$ cat config.mk
export PLATFORM = sky130hd
export DESIGN_NAME = store_buffer
export DESIGN_NICKNAME = d
export VERILOG_FILES = /design/src/rtl/mips_mem_pkg.sv /design/src/rtl/sb_fifo.sv /design/src/rtl/store_buffer.sv
export SDC_FILE = /design/constraint.sdc
export NUM_CORES = 1
export LEC_CHECK = 0
export ABC_AREA = 1
export BUFFER_PORTS_ARGS = -buffer_cell sky130_fd_sc_hd__buf_4
export CAP_MARGIN = 20
export CORE_MARGIN = 2
export CORE_UTILIZATION = 54
export DETAILED_ROUTE_END_ITERATION = 8
export PLACE_DENSITY = 0.9
export SYNTH_ARGS = -nofsm -noshare
export SYNTH_HDL_FRONTEND = slang
export SYNTH_HIERARCHICAL = 1
export SYNTH_SLANG_ARGS = --single-unit
$ cat constraint.sdc
create_clock -name clk -period 3.91 [get_ports clk]
set_input_delay 0.1955 -clock clk [delete_from_list [all_inputs] [get_ports clk]]
set_output_delay 0.1955 -clock clk [all_outputs]
set_load 0.01 [all_outputs]
$ cat src/rtl/mips_mem_pkg.sv
// Shared definitions for the MEM-stage store buffer: access sizes, the
// buffered payload type and the lane helpers used by both the store
// and load paths. Lanes are big-endian: byte offset 0 is bits [31:24],
// and lane mask bit i covers bits [8*i+7:8*i].
package mips_mem_pkg;

  localparam logic [1:0] SZ_BYTE = 2'b00;
  localparam logic [1:0] SZ_HALF = 2'b01;
  localparam logic [1:0] SZ_WORD = 2'b10;

  typedef struct packed {
    logic [3:0]  mask;
    logic [31:0] data;
  } sb_payload_t;

  // Half accesses need an even byte offset; word accesses (10 or 11) need offset 0.
  function automatic logic is_misaligned(input logic [1:0] size, input logic [1:0] off);
    logic mis;
    mis = 1'b0;
    case (size)
      SZ_BYTE: mis = 1'b0;
      SZ_HALF: mis = off[0];
      default: mis = (off != 2'b00);
    endcase
    return mis;
  endfunction

  // Lanes touched by an aligned access of the given size at byte offset off.
  function automatic logic [3:0] lane_mask(input logic [1:0] size, input logic [1:0] off);
    logic [3:0] m;
    m = 4'b1111;
    case (size)
      SZ_BYTE: m = 4'b1000 >> off;
      SZ_HALF: m = off[1] ? 4'b0011 : 4'b1100;
      default: m = 4'b1111;
    endcase
    return m;
  endfunction

  // Move right-aligned store data into the lanes selected by size/offset.
  function automatic logic [31:0] lane_shift(input logic [1:0] size, input logic [1:0] off,
                                             input logic [31:0] data);
    logic [31:0] r;
    r = data;
    case (size)
      SZ_BYTE: begin
        case (off)
          2'd0:    r = {data[7:0], 24'h0};
          2'd1:    r = {8'h0, data[7:0], 16'h0};
          2'd2:    r = {16'h0, data[7:0], 8'h0};
          default: r = {24'h0, data[7:0]};
        endcase
      end
      SZ_HALF: r = off[1] ? {16'h0, data[15:0]} : {data[15:0], 16'h0};
      default: r = data;
    endcase
    return r;
  endfunction

  // Take masked lanes from the new data and the rest from the old word.
  function automatic logic [31:0] merge(input logic [31:0] new_data, input logic [31:0] old_data,
                                        input logic [3:0] mask);
    logic [31:0] r;
    r = old_data;
    for (int i = 0; i < 4; i++) begin
      if (mask[i]) r[8*i +: 8] = new_data[8*i +: 8];
    end
    return r;
  endfunction

  // Pick the addressed byte/half out of a memory word and zero/sign extend it.
  function automatic logic [31:0] ld_extract(input logic [31:0] word, input logic [1:0] size,
                                             input logic [1:0] off, input logic sign_ext);
    logic [7:0]  b;
    logic [15:0] h;
    logic [31:0] r;
    case (off)
      2'd0:    b = word[31:24];
      2'd1:    b = word[23:16];
      2'd2:    b = word[15:8];
      default: b = word[7:0];
    endcase
    h = off[1] ? word[15:0] : word[31:16];
    case (size)
      SZ_BYTE: r = {{24{sign_ext & b[7]}}, b};
      SZ_HALF: r = {{16{sign_ext & h[15]}}, h};
      default: r = word;
    endcase
    return r;
  endfunction

endpackage

$ cat src/rtl/sb_fifo.sv
// Circular storage for buffered stores. Only the valid bits and pointers
// are reset; payload storage is written on push and read at the head.
// A per-entry compare vector lets the top detect loads that collide
// with any pending store word.
module sb_fifo
  import mips_mem_pkg::*;
#(
  parameter int DEPTH = 4,
  parameter int AW    = 7
) (
  input  logic                       clk,
  input  logic                       rst,
  input  logic                       push,
  input  logic [AW-1:0]              push_waddr,
  input  sb_payload_t                push_payload,
  input  logic                       pop,
  output logic                       head_valid,
  output logic [AW-1:0]              head_waddr,
  output sb_payload_t                head_payload,
  output logic [$clog2(DEPTH+1)-1:0] count,
  input  logic [AW-1:0]              cmp_waddr,
  output logic [DEPTH-1:0]           cmp_hit
);

  localparam int PW = $clog2(DEPTH);
  localparam int CW = $clog2(DEPTH+1);

  logic [DEPTH-1:0] valid;
  logic [AW-1:0]    waddr_q   [DEPTH];
  sb_payload_t      payload_q [DEPTH];
  logic [PW-1:0]    wr_ptr;
  logic [PW-1:0]    rd_ptr;
  logic             full;
  logic             push_ok;
  logic             pop_ok;

  assign full       = (count == CW'(DEPTH));
  assign push_ok    = push && !full;
  assign head_valid = valid[rd_ptr];
  assign pop_ok     = pop && head_valid;
  assign head_waddr   = waddr_q[rd_ptr];
  assign head_payload = payload_q[rd_ptr];

  // Pointer, occupancy and valid-bit bookkeeping; pointers wrap naturally (DEPTH is a power of 2).
  always_ff @(posedge clk or posedge rst) begin
    if (rst) begin
      valid  <= '0;
      wr_ptr <= '0;
      rd_ptr <= '0;
      count  <= '0;
    end else begin
      if (pop_ok) begin
        valid[rd_ptr] <= 1'b0;
        rd_ptr        <= rd_ptr + 1'b1;
      end
      if (push_ok) begin
        valid[wr_ptr] <= 1'b1;
        wr_ptr        <= wr_ptr + 1'b1;
      end
      case ({push_ok, pop_ok})
        2'b10:   count <= count + 1'b1;
        2'b01:   count <= count - 1'b1;
        default: count <= count;
      endcase
    end
  end

  // Entry payload capture; contents of invalid entries are don't-care so no reset is needed.
  always_ff @(posedge clk) begin
    if (push_ok) begin
      waddr_q[wr_ptr]   <= push_waddr;
      payload_q[wr_ptr] <= push_payload;
    end
  end

  // Word-address match against every valid entry, lane mask deliberately ignored.
  always_comb begin
    cmp_hit = '0;
    for (int i = 0; i < DEPTH; i++) begin
      cmp_hit[i] = valid[i] && (waddr_q[i] == cmp_waddr);
    end
  end

endmodule

$ cat src/rtl/store_buffer.sv
// MEM-stage store buffer. Stores are lane-shifted and queued; the head
// drains one per cycle. Full-word heads write blindly, sub-word heads
// need dm's single async read port for a read-modify-write, which they
// share with loads. A starve counter lets a blocked sub-word drain steal
// the port from a load after STARVE_LIMIT cycles. Loads stall on any
// pending store to the same word; there is no forwarding.
module store_buffer
  import mips_mem_pkg::*;
#(
  parameter int DEPTH        = 4,
  parameter int AW           = 7,
  parameter int STARVE_LIMIT = 3
) (
  input  logic                       clk,
  input  logic                       rst,
  input  logic                       st_valid,
  output logic                       st_ready,
  input  logic [31:0]                st_addr,
  input  logic [1:0]                 st_size,
  input  logic [31:0]                st_data,
  input  logic                       ld_valid,
  input  logic [31:0]                ld_addr,
  input  logic [1:0]                 ld_size,
  input  logic                       ld_signed,
  output logic [31:0]                ld_data,
  output logic                       ld_stall,
  output logic                       align_err,
  output logic                       sb_empty,
  output logic [$clog2(DEPTH+1)-1:0] sb_count,
  output logic [AW-1:0]              dm_raddr,
  input  logic [31:0]                dm_rdata,
  output logic [AW-1:0]              dm_waddr,
  output logic                       dm_wr,
  output logic [31:0]                dm_wdata
);

  localparam int CW = $clog2(DEPTH+1);
  localparam int SW = $clog2(STARVE_LIMIT+1);

  logic [AW-1:0]    st_waddr;
  logic [AW-1:0]    ld_waddr;
  logic             st_mis;
  logic             ld_mis;
  logic             ld_active;
  logic             push;
  sb_payload_t      push_payload;
  logic             head_valid;
  logic [AW-1:0]    head_waddr;
  sb_payload_t      head_payload;
  logic             head_full;
  logic [DEPTH-1:0] hit_vec;
  logic             hit;
  logic             steal;
  logic             load_owns;
  logic             drain;
  logic             blocked;
  logic [SW-1:0]    starve;
  logic             unused_addr_bits;

  // Only the word-address bits reach dm; the upper address bits are ignored.
  assign st_waddr         = st_addr[AW+1:2];
  assign ld_waddr         = ld_addr[AW+1:2];
  assign unused_addr_bits = ^{st_addr[31:AW+2], ld_addr[31:AW+2]};

  assign st_mis = is_misaligned(st_size, st_addr[1:0]);
  assign ld_mis = is_misaligned(ld_size, ld_addr[1:0]);

  // A misaligned load returns zero without stalling, so it never contends for the read port.
  assign ld_active = ld_valid && !ld_mis;

  assign st_ready = (sb_count < CW'(DEPTH));
  assign sb_empty = (sb_count == '0);
  assign push     = st_valid && st_ready && !st_mis;

  // Build the lane-aligned payload for an incoming store.
  always_comb begin
    push_payload      = '0;
    push_payload.mask = lane_mask(st_size, st_addr[1:0]);
    push_payload.data = lane_shift(st_size, st_addr[1:0], st_data);
  end

  sb_fifo #(
    .DEPTH (DEPTH),
    .AW    (AW)
  ) u_fifo (
    .clk          (clk),
    .rst          (rst),
    .push         (push),
    .push_waddr   (st_waddr),
    .push_payload (push_payload),
    .pop          (drain),
    .head_valid   (head_valid),
    .head_waddr   (head_waddr),
    .head_payload (head_payload),
    .count        (sb_count),
    .cmp_waddr    (ld_waddr),
    .cmp_hit      (hit_vec)
  );

  // Read-port arbitration: the load keeps the port unless it is stalled, either by a
  // word collision or because a starved sub-word drain has claimed the port.
  assign head_full = (head_payload.mask == 4'b1111);
  assign hit       = |hit_vec;
  assign steal     = (starve == SW'(STARVE_LIMIT));
  assign ld_stall  = ld_active && (hit || steal);
  assign load_owns = ld_active && !ld_stall;
  assign drain     = head_valid && (head_full || !load_owns);
  assign blocked   = head_valid && !head_full && load_owns;

  // The read port points at the head word only while a sub-word drain actually needs it.
  assign dm_raddr = (head_valid && !head_full && !load_owns) ? head_waddr : ld_waddr;

  assign dm_wr    = drain;
  assign dm_waddr = head_waddr;
  assign dm_wdata = merge(head_payload.data, dm_rdata, head_payload.mask);

  assign ld_data = ld_mis ? 32'h0 : ld_extract(dm_rdata, ld_size, ld_addr[1:0], ld_signed);

  // Count cycles a sub-word head loses the port; any drain clears it.
  always_ff @(posedge clk or posedge rst) begin
    if (rst) begin
      starve <= '0;
    end else if (drain) begin
      starve <= '0;
    end else if (blocked) begin
      starve <= starve + 1'b1;
    end
  end

  // One-cycle registered flag for a misaligned store or load request.
  always_ff @(posedge clk or posedge rst) begin
    if (rst) begin
      align_err <= 1'b0;
    end else begin
      align_err <= (st_valid && st_mis) || (ld_valid && ld_mis);
    end
  end

endmodule

==> Word level (Yosys, flattened, before mapping) <==
Memories as Yosys holds them, arrays and structs flattened.
Cells that the tools add are included.
{ "classes": {"n_reduce_logical": 38, "bitwise": 5, "n_eq_ne": 15, "mux": 29, "n_addsub": 5, "shift": 1, "magnitude_cmp": 5} }
{ "ops": {"columns": ["cell", "n"], "rows": [
  ["$pmux 32 s2", 2],
  ["$pmux 32 s3", 1],
  ["$mux 32", 2],
  ["$mux 8", 4],
  ["$eq 7x7->1", 4],
  ["$pmux 8 s3", 1],
  ["$logic_and 1x1->1", 19],
  ["$mux 16", 1],
  ["$mux 4", 3],
  ["$eq 2x1->1 const B", 5],
  ["$eq 2x2->1 const B", 4],
  ["$logic_not 2->1", 4],
  ["$pmux 4 s2", 1],
  ["$reduce_bool 2->1", 4],
  ["$mux 7", 1],
  ["$add 2x1->2 const B", 3],
  ["$logic_not 1->1", 6],
  ["$lt 2x3->1 const B", 2],
  ["$pmux 3 s2", 1],
  ["$mux 1", 5],
  ["$and 4x4->4", 1],
  ["$demux 1 s2", 2],
  ["$eq 4x4->1 const B", 1],
  ["$ge 2x1->1 const B", 2],
  ["other kinds (14)", 19]
]} }
{ "totals": {"memories": 2, "output_inout_bits": 86, "reg_bits": 14, "inputBits": 137, "ram_bits": 172} }
{ "memory_table": {"columns": ["name", "words", "width", "read_ports", "rd_clocked_by_memory_dff", "write_ports", "line_no", "source"], "rows": [
  ["u_fifo.payload_q", 4, 36, 1, 0, 1, "sb_fifo.sv:30", "sb_payload_t payload_q [DEPTH];"],
  ["u_fifo.waddr_q", 4, 7, 5, 0, 1, "sb_fifo.sv:29", "logic [AW-1:0] waddr_q [DEPTH];"]
]} }

==> Depth between registers and ports, before layout <==
Gate-level depths: netlist (run 1).
{ "logic_depth": {"depth_word": 14, "depth_mapped": 20, "ltp_nobuf": 20} }

==> Hierarchy <==
Netlist (run 1), hierarchy kept.
{ "by_module_without_submodules": {"columns": ["mod", "cells_per_inst", "instances", "area_per_inst_um2"], "rows": [
  ["sb_fifo", 576, 1, 7442.1],
  ["store_buffer", 375, 1, 1974.4]
]} }

==> Worst setup path after synthesis (run 1) <==
Ideal clock, no wire load.
{ "synth_timing": {"path_kind": "register to register", "start": "register u_fifo.rd_ptr[1]", "end": "register u_fifo.count[2]", "t_arrival_ps": 3082, "required_time_ps": 3783, "stages_incl_launch_ff": 18, "n_path_buf": 2, "period_less_slack_ps": 3210, "slack_ps": 700, "path_cell_list": "dfrtp_1 > inv_2 > buf_6 > buf_2 > o21ai_0 > o22ai_1 > nand2_1 > nor2_1 > nor2_1 > nor2_1 > nand3_4 > inv_2 > ha_1 > inv_1 > fa_1 > a21oi_1 > o21ai_0 > xnor2_1"} }
{ "synth_rtl": {"columns": ["item", "line_no", "source"], "rows": [
  ["start: declaration", "sb_fifo.sv:32", "logic [PW-1:0] rd_ptr;"],
  ["start signal: assignment", "sb_fifo.sv:54", "rd_ptr <= rd_ptr + 1'b1;"],
  ["end signal: assignment", "sb_fifo.sv:61", "2'b10: count <= count + 1'b1;"],
  ["end signal: assignment", "sb_fifo.sv:62", "2'b01: count <= count - 1'b1;"],
  ["end signal: assignment", "sb_fifo.sv:63", "default: count <= count;"],
  ["end: declaration", "sb_fifo.sv:20", "output logic [$clog2(DEPTH+1)-1:0] count,"]
]} }

==> Final worst setup path (run 1) <==
{ "layout_timing": {"start": "register u_fifo.rd_ptr[0]", "end": "register u_fifo.count[2]"} }
{ "layout_between": {"elab_cells_between_ends": 11} }
{ "layout_rtl": {"columns": ["item", "line_no", "source"], "rows": [
  ["$bmux 1 s2 (*)", "sb_fifo.sv:39", "assign head_valid = valid[rd_ptr];"],
  ["$mux 1 (not written as such) (*)", "sb_fifo.sv:39", null],
  ["via head_valid", "store_buffer.sv:47", "logic head_valid;"],
  ["$logic_and 1x1->1", "store_buffer.sv:107", "assign drain = head_valid && (head_full || !load_owns);"],
  ["$logic_and 1x1->1 (*)", "sb_fifo.sv:40", "assign pop_ok = pop && head_valid;"],
  ["$eq 2x1->1 or $eq 2x2->1 (tied branches)", "sb_fifo.sv:60", "case ({push_ok, pop_ok})"],
  ["$pmux 3 s2 or $reduce_bool 2->1 (tied branches)", null, null]
]} }
The timed path passes the listed nets; every way through them passes the cells marked *. The select of a mux whose other input is x is not followed.
A chain may end at the register's enable or synchronous reset.

==> results of run 1 <==
[worst paths after layout]
| check | from | endpoint | slack (ns) | depth (start not counted) |
|---|---|---|---|---|
| worst max register to register | u_fifo/rd_ptr[0] | u_fifo/count[2] | 0.41 | 15 |
| min in group asynchronous | rst | starve[0] | 0.20 | 3 |
| worst min-delay path | st_valid | align_err | 0.05 | 3 |
| worst max-delay path | u_fifo/rd_ptr[0] | u_fifo/count[2] | 0.41 | 15 |
| max in group asynchronous | rst | u_fifo/rd_ptr[0] | 3.23 | 3 |
| worst min register to register | starve[0] | starve[0] | 0.54 | 1 |
[critical path: stages (launching register included)]
cell     delay, ns
dfrtp_2       0.55
buf_4         0.67
nand2_1       0.20
nand3_4       0.19
nand2_1       0.08
inv_1         0.09
inv_1         0.08
nor2_1        0.24
nand3_4       0.15
inv_2         0.10
ha_1          0.14
inv_1         0.07
fa_1          0.39
a21oi_1       0.18
o21ai_0       0.13
xnor2_1       0.13
[registers in the layout, summed over array words and instances (netlist names)]
register / flops
align_err: 1
starve: 2
u_fifo/count: 3
u_fifo/payload_q: 144
u_fifo/rd_ptr: 2
u_fifo/valid: 4
u_fifo/waddr_q: 28
u_fifo/wr_ptr: 2
[layout make-up]
class	instances	share of cell area (%)
sequential	186	47.7
inverter	76	2.49
multi-input combinational	640	29.1
tap	225	2.44
clock inverter	13	1.23
timing repair buffer	200	13.2
clock buffer	19	3.83
antenna	2	0.0433
[report_power, final]
| group | internal, mW | switching (mW) | total (mW) |
|---|---|---|---|
| combinational | 1.30 | 2.10 | 3.40 |
| sequential | 2.44 | 0.148 | 2.59 |
| clock | 0.963 | 0.734 | 1.70 |
| total | 4.70 | 2.99 | 7.69 |
[layer usage]
metal	track usage [%]	vias up	wire length, um
li1	-	3655	-
met2	51.3	651	13800
met1	36.0	3789	9830
met5	0	-	0
met4	18.6	0	1410
met3	6.49	116	3160
[placed cells by master (no fill, tap or decap), types with 10 or more instances in the layout]
| master | count |
|---|---|
| edfxtp_1 | 172 |
| xnor2_1 | 10 |
| a21oi_1 | 25 |
| ha_1 | 10 |
| nand3_1 | 27 |
| inv_1 | 69 |
| nor2_2 | 12 |
| buf_4 | 192 |
| o22ai_1 | 51 |
| o21ai_0 | 171 |
| nor2_1 | 124 |
| nand2_1 | 144 |
| mux2_2 | 16 |
| dfrtp_1 | 13 |
| clkbuf_16 | 17 |
[what timing repair did]
item | CTS | global route
hold endpoints to repair | 42 | 0
setup endpoints to repair | 0 | 0
hold buffers | 8 | 0
buffers inserted | 0 | 0
[cell families after synthesis]
group                      count (synthesis)  share of synthesized area [%]
AOI/OAI and AO/OA                        258                           14.7
xor gates and xnor gates                  16                           1.49
adders and majority gates                 11                           1.54
buffers and inverters                    125                           5.75
DFF                                      186                           58.6
muxes                                     17                           2.02
and+or+nand+nor                          338                           15.9
==> results.json, run 1 <==
{
  "wl_um": 28200,
  "cp.arrival_ns": 3.82,
  "ys_types": 35,
  "yosysWarnings": 6,
  "syn_nets": 1099,
  "htree_levels": 4,
  "post-route-util_pct": 67.3,
  "setup_viol": 0,
  "hold_violations": 0,
  "power_mw": 7.69,
  "vias_per_cell": 6.03,
  "tightest_slew_ns": 0.795,
  "start_util_pct": 54.8,
  "area_growth_pct": 22.7,
  "insertion_delay_ns": 0.43,
  "grt_start_max_net_pins": 74,
  "slew_headroom_pct": 46.4,
  "hpwl_um": 19000,
  "initialDrtViolationCount": 1117,
  "maxCapViolations": 0,
  "worst_ep_required_time_ns": 4.23,
  "vias": 8211,
  "timing.fmax_ghz": 0.285,
  "dpl_cell_area_sq_mm": 0.0109,
  "rows": 48,
  "synthFlopType": "edfxtp_1",
  "yosysSeqAreaShare_pct": 58.6,
  "cts_sinks": 186,
  "hp-class": "input pin to flip-flop",
  "fp.dieArea_sq_mm": 0.0185,
  "final_layout_size_suffix_gt1_share_pct": 25.0,
  "grt_pass1_vias": 7838,
  "place.gp.congestion": 0.932,
  "globalRouteTotalUtil_pct": 30.5,
  "worst_setup_path_start_kind": "flip-flop",
  "syn_inst": 951,
  "grt_overflow": 0,
  "status": "finished, final reports clean",
  "dpl_worst_slack_ns": 0.513,
  "p_per_area_mw_per_mm2": 665,
  "cts_max_path_buffers": 2,
  "ys_seq_elements": 186,
  "synth_top_cell_by_area": "edfxtp_1",
  "peakVddDrop_mv": 0.575,
  "cts_resized": 0,
  "coreArea_sq_mm": 0.0172,
  "cts_tree": "done",
  "setup_slack_ns": 0.405,
  "chipHeight_um": 136,
  "final_cells": 1361,
  "criticalPathCategory": "flip-flop to flip-flop",
  "cts_root_buf": "clkbuf_16",
  "fin_crit_ns": 3.50,
  "leakagePower_nw": 4.73,
  "synthTopCellsByArea": "edfxtp_1, o21ai_0, nand2_1",
  "drv_slew": 0,
  "synth_common_cells": "edfxtp_1, o21ai_0, nand2_1",
  "die_x_um": 136,
  "fin_setup_tns_ns": 0,
  "path_max_fanout": 73,
  "skew_ns": 0.00910,
  "fill_cells": 1261,
  "rsz0062_at_grt": "false",
  "io_buffers": 176,
  "netlist.area_leader.share_pct": 54.8,
  "multi_input_comb_area_sq_mm": 0.00336,
  "io_pins": 223,
  "cp-end-kind": "flip-flop",
  "grt_pass1_wl_um": 42300,
  "fin_area_sq_mm": 0.0116,
  "drcViolationCount": 0,
  "whs_ns": 0.0488,
  "async_flop_share_pct": 7.53,
  "yosysMostFrequentCell": "edfxtp_1",
  "syn_area_sq_mm": 0.00942,
  "dp.cells": 1319,
  "fin_nets": 1269,
  "drt_first_pass_iters": 5,
  "clkSlewWorstSetupHoldPaths_ns": 0.07,
  "area.sequential_sq_mm": 0.00552,
  "drtAntennaViolNets": 0,
  "cts_buffers": 17,
  "period_share_pct": 89.6,
  "post_drt_wl_per_cell_um": 20.7,
  "synth.avg_cell_area_sq_um": 9.90,
  "antenna_found_initial": 0,
  "synth_edf_count": 172
}
No activity file was read; power rests on OpenSTA's default activity.
==> inputs of run 2 (changes only) <==
- CORE_ASPECT_RATIO: unset -> 0.75
==> run 2 against run 1 <==
  * Critical path depth did not move
  * Design area increased by 0.18%
  * Die area barely moved
  * Highest routed layer unchanged
  * Largest cell class unchanged
  * Register-to-register slack lost 0.10 ns
==> results.json, run 2 (synthesis gave the netlist of run 1 again) <==
{
  "r2r-end": "u_fifo/count[2]",
  "tightest_slew_ns": 0.914,
  "crit_top_cell": "nor2_1",
  "p_sw_mw": 2.95,
  "holdPathEnd": "u_fifo/payload_q[1][2]",
  "vias_per_cell": 6.10,
  "io_pins": 223,
  "p_int_mw": 4.75,
  "chipHeight_um": 118,
  "largest_register_ff_count": 144,
  "power_frac_clock_pct": 22.0,
  "whs_ns": 0.106,
  "power_switching_share_pct": 38.3,
  "hp-class": "input pin to flip-flop",
  "dpl_worst_slack_ns": 0.333,
  "timing.rr.start": "u_fifo/rd_ptr[1]",
  "final_layout_size_suffix_gt1_share_pct": 25.0,
  "peakVddDrop_mv": 0.463,
  "top_layer_used": "met4",
  "timing.fmax_ghz": 0.277,
  "cts_sinks": 186,
  "power_mw": 7.71,
  "insertedDiodeCount": 0,
  "worst_setup_path_start_kind": "flip-flop",
  "wl_um": 28800,
  "area_growth_pct": 23.0,
  "period_share_pct": 92.2,
  "coreArea_sq_mm": 0.0169,
  "path_cells": "clkinv_2 > o21ai_0 > o22ai_1 > nand2_1 > nor2_1 > nor2_1 > nor2_1 > nand3_4 > inv_2 > ha_1 > inv_1 > fa_1 > a21oi_1 > o21ai_0 > xnor2_1",
  "hold_path_depth": 3,
  "regMostFlops": "u_fifo/payload_q",
  "status": "finished, final reports clean",
  "clkSlewWorstSetupHoldPaths_ns": 0.06,
  "crit_slowest_cell": "dfrtp_1",
  "path_max_fanout": 20,
  "met1_length_um": 10600,
  "initialDrtViolationCount": 1410,
  "vias": 8253,
  "fin_nets": 1272,
  "grt_start_max_net_pins": 44,
  "top_regs": "u_fifo/payload_q (144), u_fifo/waddr_q (28), u_fifo/valid (4)",
  "grt_pass1_wl_um": 42800,
  "io_buffers": 176,
  "drcViolationCount": 0,
  "leakagePower_nw": 4.73,
  "most-common-layout-cells": "buf_4, edfxtp_1, o21ai_0, nand2_1, nor2_1",
  "post_drt_wl_per_cell_um": 21.3,
  "drt_first_pass_iters": 5,
  "rows": 41,
  "insertion_delay_ns": 0.44,
  "r2r_slack_ns": 0.30,
  "fin_setup_tns_ns": 0,
  "grt_overflow": 0,
  "setup_slack_ns": 0.303,
  "cts_max_path_buffers": 2,
  "die_x_um": 156,
  "dp.cells": 1312,
  "skew_ns": 0.00549,
  "fp.dieArea_sq_mm": 0.0185,
  "dpl_cell_area_sq_mm": 0.0109,
  "post-route-util_pct": 68.4,
  "cp-end-kind": "flip-flop",
  "seq_power_share_pct": 33.8,
  "maxCapViolations": 0,
  "slowest_delay_ns": 0.64,
  "antenna_found_initial": 0,
  "grt_pass1_vias": 7687,
  "cp.arrival_ns": 3.93,
  "fill_cells": 1211,
  "place.gp.congestion": 1.01,
  "wl_met2_um": 13100,
  "fin_crit_ns": 3.61,
  "path_buf_inv": 3,
  "fin_area_sq_mm": 0.0116,
  "rsz0062_at_grt": "false",
  "final_cells": 1352,
  "worstHoldStart": "st_data[2]",
  "cts_root_buf": "clkbuf_16",
  "slew_headroom_pct": 38.4,
  "dr_wl_met3_um": 3950,
  "drv_slew": 0,
  "drtAntennaViolNets": 0,
  "reg2reg_depth": 15,
  "p_comb_share_pct": 44.2,
  "cts_tree": "done",
  "htree_levels": 4,
  "hold_violations": 0,
  "cts_buffers": 17,
  "layout_commonest_cell": "buf_4",
  "setup_viol": 0,
  "start_util_pct": 55.6,
  "globalRouteTotalUtil_pct": 31.0,
  "hpwl_um": 20400,
  "criticalPathCategory": "flip-flop to flip-flop",
  "worst_ep_required_time_ns": 4.23,
  "cpLargestDelayFamily": "simple AND/OR/NAND/NOR gates",
  "p_per_area_mw_per_mm2": 666
}
run 2: changes by cell type in the layout (fill, tap and decap cells not counted), moves of 2 or more:
cell	before	now
diode_2	2	0
inv_6	3	0
buf_4	192	194
clkinvlp_4	2	5
clkinv_4	3	1
run 2: worst max path at each step:
stage | from | end | slack, ns | cells past startpoint
6_report | u_fifo/rd_ptr[1] | u_fifo/count[2] | 0.30 | 15
3_3_place_gp | u_fifo/rd_ptr[1] | u_fifo/count[2] | 0.56 | 15
3_5_place_dp | u_fifo/rd_ptr[1] | u_fifo/count[2] | 0.33 | 15
4_1_cts | u_fifo/rd_ptr[1] | u_fifo/count[2] | 0.30 | 15
2_1_floorplan | u_fifo/rd_ptr[1] | u_fifo/count[2] | 0.70 | 17
5_1_grt | u_fifo/rd_ptr[1] | u_fifo/count[2] | 0.04 | 15
run 2: area by class of cell:
type	instances	area, sq um	share of cell area, %
inverter	76	289	2.50
sequential	186	5520	47.6
clock buffer	19	433	3.74
multi-input combinational	640	3360	29.0
clock inverter	13	155	1.34
tap	215	269	2.32
timing repair buffer	203	1560	13.4
run 2: metal layers:
layer  up-vias  global-route usage (%)
met5         -                       0
met4         0                    14.3
li1       3667                       -
met2       689                    48.8
met3        89                    7.44
met1      3808                    40.9
run 2: worst reg2reg max path: stages (launching register included):
cell      delay (ns)
dfrtp_1         0.64
clkinv_2        0.37
o21ai_0         0.15
o22ai_1         0.24
nand2_1         0.09
nor2_1          0.21
nor2_1          0.08
nor2_1          0.42
nand3_4         0.18
inv_2           0.13
ha_1            0.16
inv_1           0.07
fa_1            0.37
a21oi_1         0.14
o21ai_0         0.11
xnor2_1         0.13
run 2: power by group through the flow:
stage	registers [mW]	logic (mW)	clock network, mW
after floorplan	2.58	1.97	0
after CTS	2.60	3.33	1.71
after global routing	2.62	3.65	1.78
final	2.61	3.40	1.70
after detailed placement	2.64	3.28	0
after global placement	2.62	3.17	0
run 2: repair_timing:
action                                  4_1_cts  5_1_grt
resized for setup                             0        1
endpoints found under the hold margin        42        0
setup buffers                                 0        0
hold buffers                                  8        0
endpoints found under the setup margin        0        1
==> inputs of run 3 (changes only) <==
- BUFFER_PORTS_ARGS: -buffer_cell sky130_fd_sc_hd__buf_4 -> -buffer_cell sky130_fd_sc_hd__buf_2
==> run 3 against run 2 <==
  * First-iteration DRC count down 6.0%
  * Core utilization down 2.7 points
  * Power down 3.5%
  * Die area unchanged
  * Largest cell class unchanged
==> results.json, run 3 (synthesis gave the netlist of run 1 again) <==
{
  "status": "finished, final reports clean",
  "timing.rr.start": "u_fifo/rd_ptr[0]",
  "globalRouteTotalUtil_pct": 30.0,
  "dp.cells": 1312,
  "fin_nets": 1272,
  "rows": 41,
  "criticalPathCategory": "flip-flop to flip-flop",
  "area_growth_pct": 18.1,
  "p_sw_mw": 2.92,
  "fin_area_sq_mm": 0.0111,
  "timing.fmax_ghz": 0.282,
  "r2r_slack_ns": 0.37,
  "hpwl_um": 19600,
  "final_layout_size_suffix_gt1_share_pct": 24.8,
  "power_mw": 7.43,
  "dpl_worst_slack_ns": 0.453,
  "largest_register_ff_count": 144,
  "regMostFlops": "u_fifo/payload_q",
  "cp.arrival_ns": 3.86,
  "place.gp.congestion": 0.986,
  "vias_per_cell": 6.10,
  "cts_resized": 0,
  "whs_ns": 0.107,
  "worst_setup_path_start_kind": "flip-flop",
  "skew_ns": 0.0123,
  "p_per_area_mw_per_mm2": 668,
  "drt_first_pass_iters": 6,
  "setup_slack_ns": 0.367,
  "slew_headroom_pct": 46.4,
  "dpl_cell_area_sq_mm": 0.0105,
  "drcViolationCount": 0,
  "cts_tree": "done",
  "insertion_delay_ns": 0.44,
  "grt_pass1_wl_um": 41300,
  "post_cts_buffers": 0,
  "chipHeight_um": 118,
  "holdPathEnd": "align_err",
  "maxCapViolations": 0,
  "top_regs": "u_fifo/payload_q (144), u_fifo/waddr_q (28), u_fifo/valid (4)",
  "cts_root_buf": "clkbuf_16",
  "cp-end-kind": "flip-flop",
  "io_pins": 223,
  "post-route-util_pct": 65.7,
  "layout_commonest_cell": "buf_2",
  "coreArea_sq_mm": 0.0169,
  "most-common-layout-cells": "buf_2, edfxtp_1, o21ai_0, nand2_1, nor2_1",
  "leakagePower_nw": 4.60,
  "post_drt_wl_per_cell_um": 20.8,
  "vias": 8251,
  "rsz0062_at_grt": "false",
  "clkSlewWorstSetupHoldPaths_ns": 0.06,
  "cts_max_path_buffers": 2,
  "hp-class": "input pin to flip-flop",
  "p_comb_share_pct": 41.9,
  "seq_power_share_pct": 35.2,
  "hold_path_depth": 3,
  "fp.dieArea_sq_mm": 0.0185,
  "die_x_um": 156,
  "power_switching_share_pct": 39.3,
  "start_util_pct": 55.6,
  "fin_crit_ns": 3.54,
  "drtAntennaViolNets": 0,
  "cts_sinks": 186,
  "drv_slew": 0,
  "hold_violations": 0,
  "reg2reg_depth": 15,
  "worst_ep_required_time_ns": 4.23,
  "grt_pass1_vias": 7316,
  "wl_um": 28100,
  "cts_buffers": 17,
  "setup_viol": 0,
  "period_share_pct": 90.6,
  "r2r-end": "u_fifo/count[2]",
  "htree_levels": 4,
  "p_int_mw": 4.51,
  "grt_overflow": 0,
  "fin_setup_tns_ns": 0,
  "worstHoldStart": "st_valid",
  "grt_start_max_net_pins": 44,
  "peakVddDrop_mv": 0.427,
  "tightest_slew_ns": 0.795,
  "path_max_fanout": 31,
  "power_frac_clock_pct": 23.0,
  "io_buffers": 176,
  "initialDrtViolationCount": 1326,
  "antenna_found_initial": 0,
  "final_cells": 1353
}
-- run 3: changes by cell type in the layout (fill, tap and decap cells not counted) --
cell / change
clkinv_2: -2
inv_2: +1
diode_2: +1
clkinvlp_4: -2
buf_4: -175
buf_2: +176
inv_6: +1
buf_12: -1
clkinv_1: +2
-- run 3: per-layer routing --
| metal | up-vias | share of wire (%) | track usage, % |
|---|---|---|---|
| met4 | 0 | 3.3 | 11.8 |
| met2 | 654 | 45 | 46.2 |
| li1 | 3667 | - | - |
| met5 | - | 0 | 0 |
| met1 | 3853 | 38 | 41.6 |
| met3 | 77 | 13 | 6.75 |
-- run 3: worst max-delay path by stage --
stage / from / endpoint / depth (start not counted)
2_1_floorplan: u_fifo/rd_ptr[1] / u_fifo/count[2] / 17
3_3_place_gp: u_fifo/rd_ptr[0] / u_fifo/count[2] / 15
3_5_place_dp: u_fifo/rd_ptr[0] / u_fifo/count[2] / 15
4_1_cts: u_fifo/rd_ptr[0] / u_fifo/count[2] / 15
5_1_grt: u_fifo/rd_ptr[0] / u_fifo/count[2] / 15
6_report: u_fifo/rd_ptr[0] / u_fifo/count[2] / 15
-- run 3: timing repair --
item	in CTS	in global routing
endpoints found under the setup margin	0	0
hold buffers	8	0
hold endpoints to repair	42	0
-- run 3: layout make-up --
| type | instances | area (sq um) |
|---|---|---|
| antenna | 1 | 2.50 |
| clock buffer | 19 | 433 |
| clock inverter | 13 | 151 |
| fill | 1250 | 5810 |
| inverter | 76 | 288 |
| multi-input combinational | 640 | 3360 |
| sequential | 186 | 5520 |
| tap | 215 | 269 |
| timing repair buffer | 203 | 1100 |
-- run 3: critical path: stages (launching register included) --
cell and delay (ns):
dfrtp_2 0.73, buf_4 0.39, nor2_1 0.10, o22ai_1 0.21
nand2_1 0.08, nor2_1 0.20, nor2_1 0.08, nor2_1 0.38
nand3_4 0.17, inv_2 0.12, ha_1 0.15, inv_1 0.07
fa_1 0.38, a21oi_1 0.14, o21ai_0 0.11, xnor2_1 0.13
-- run 3: power groups by stage --
stage                     clock network, mW  logic (mW)  registers [mW]
final                                  1.71        3.11            2.61
after global routing                   1.79        3.34            2.63
after CTS                              1.72        3.05            2.61
after detailed placement                  0        3.00            2.64
after floorplan                           0        1.97            2.58
after global placement                    0        2.91            2.63
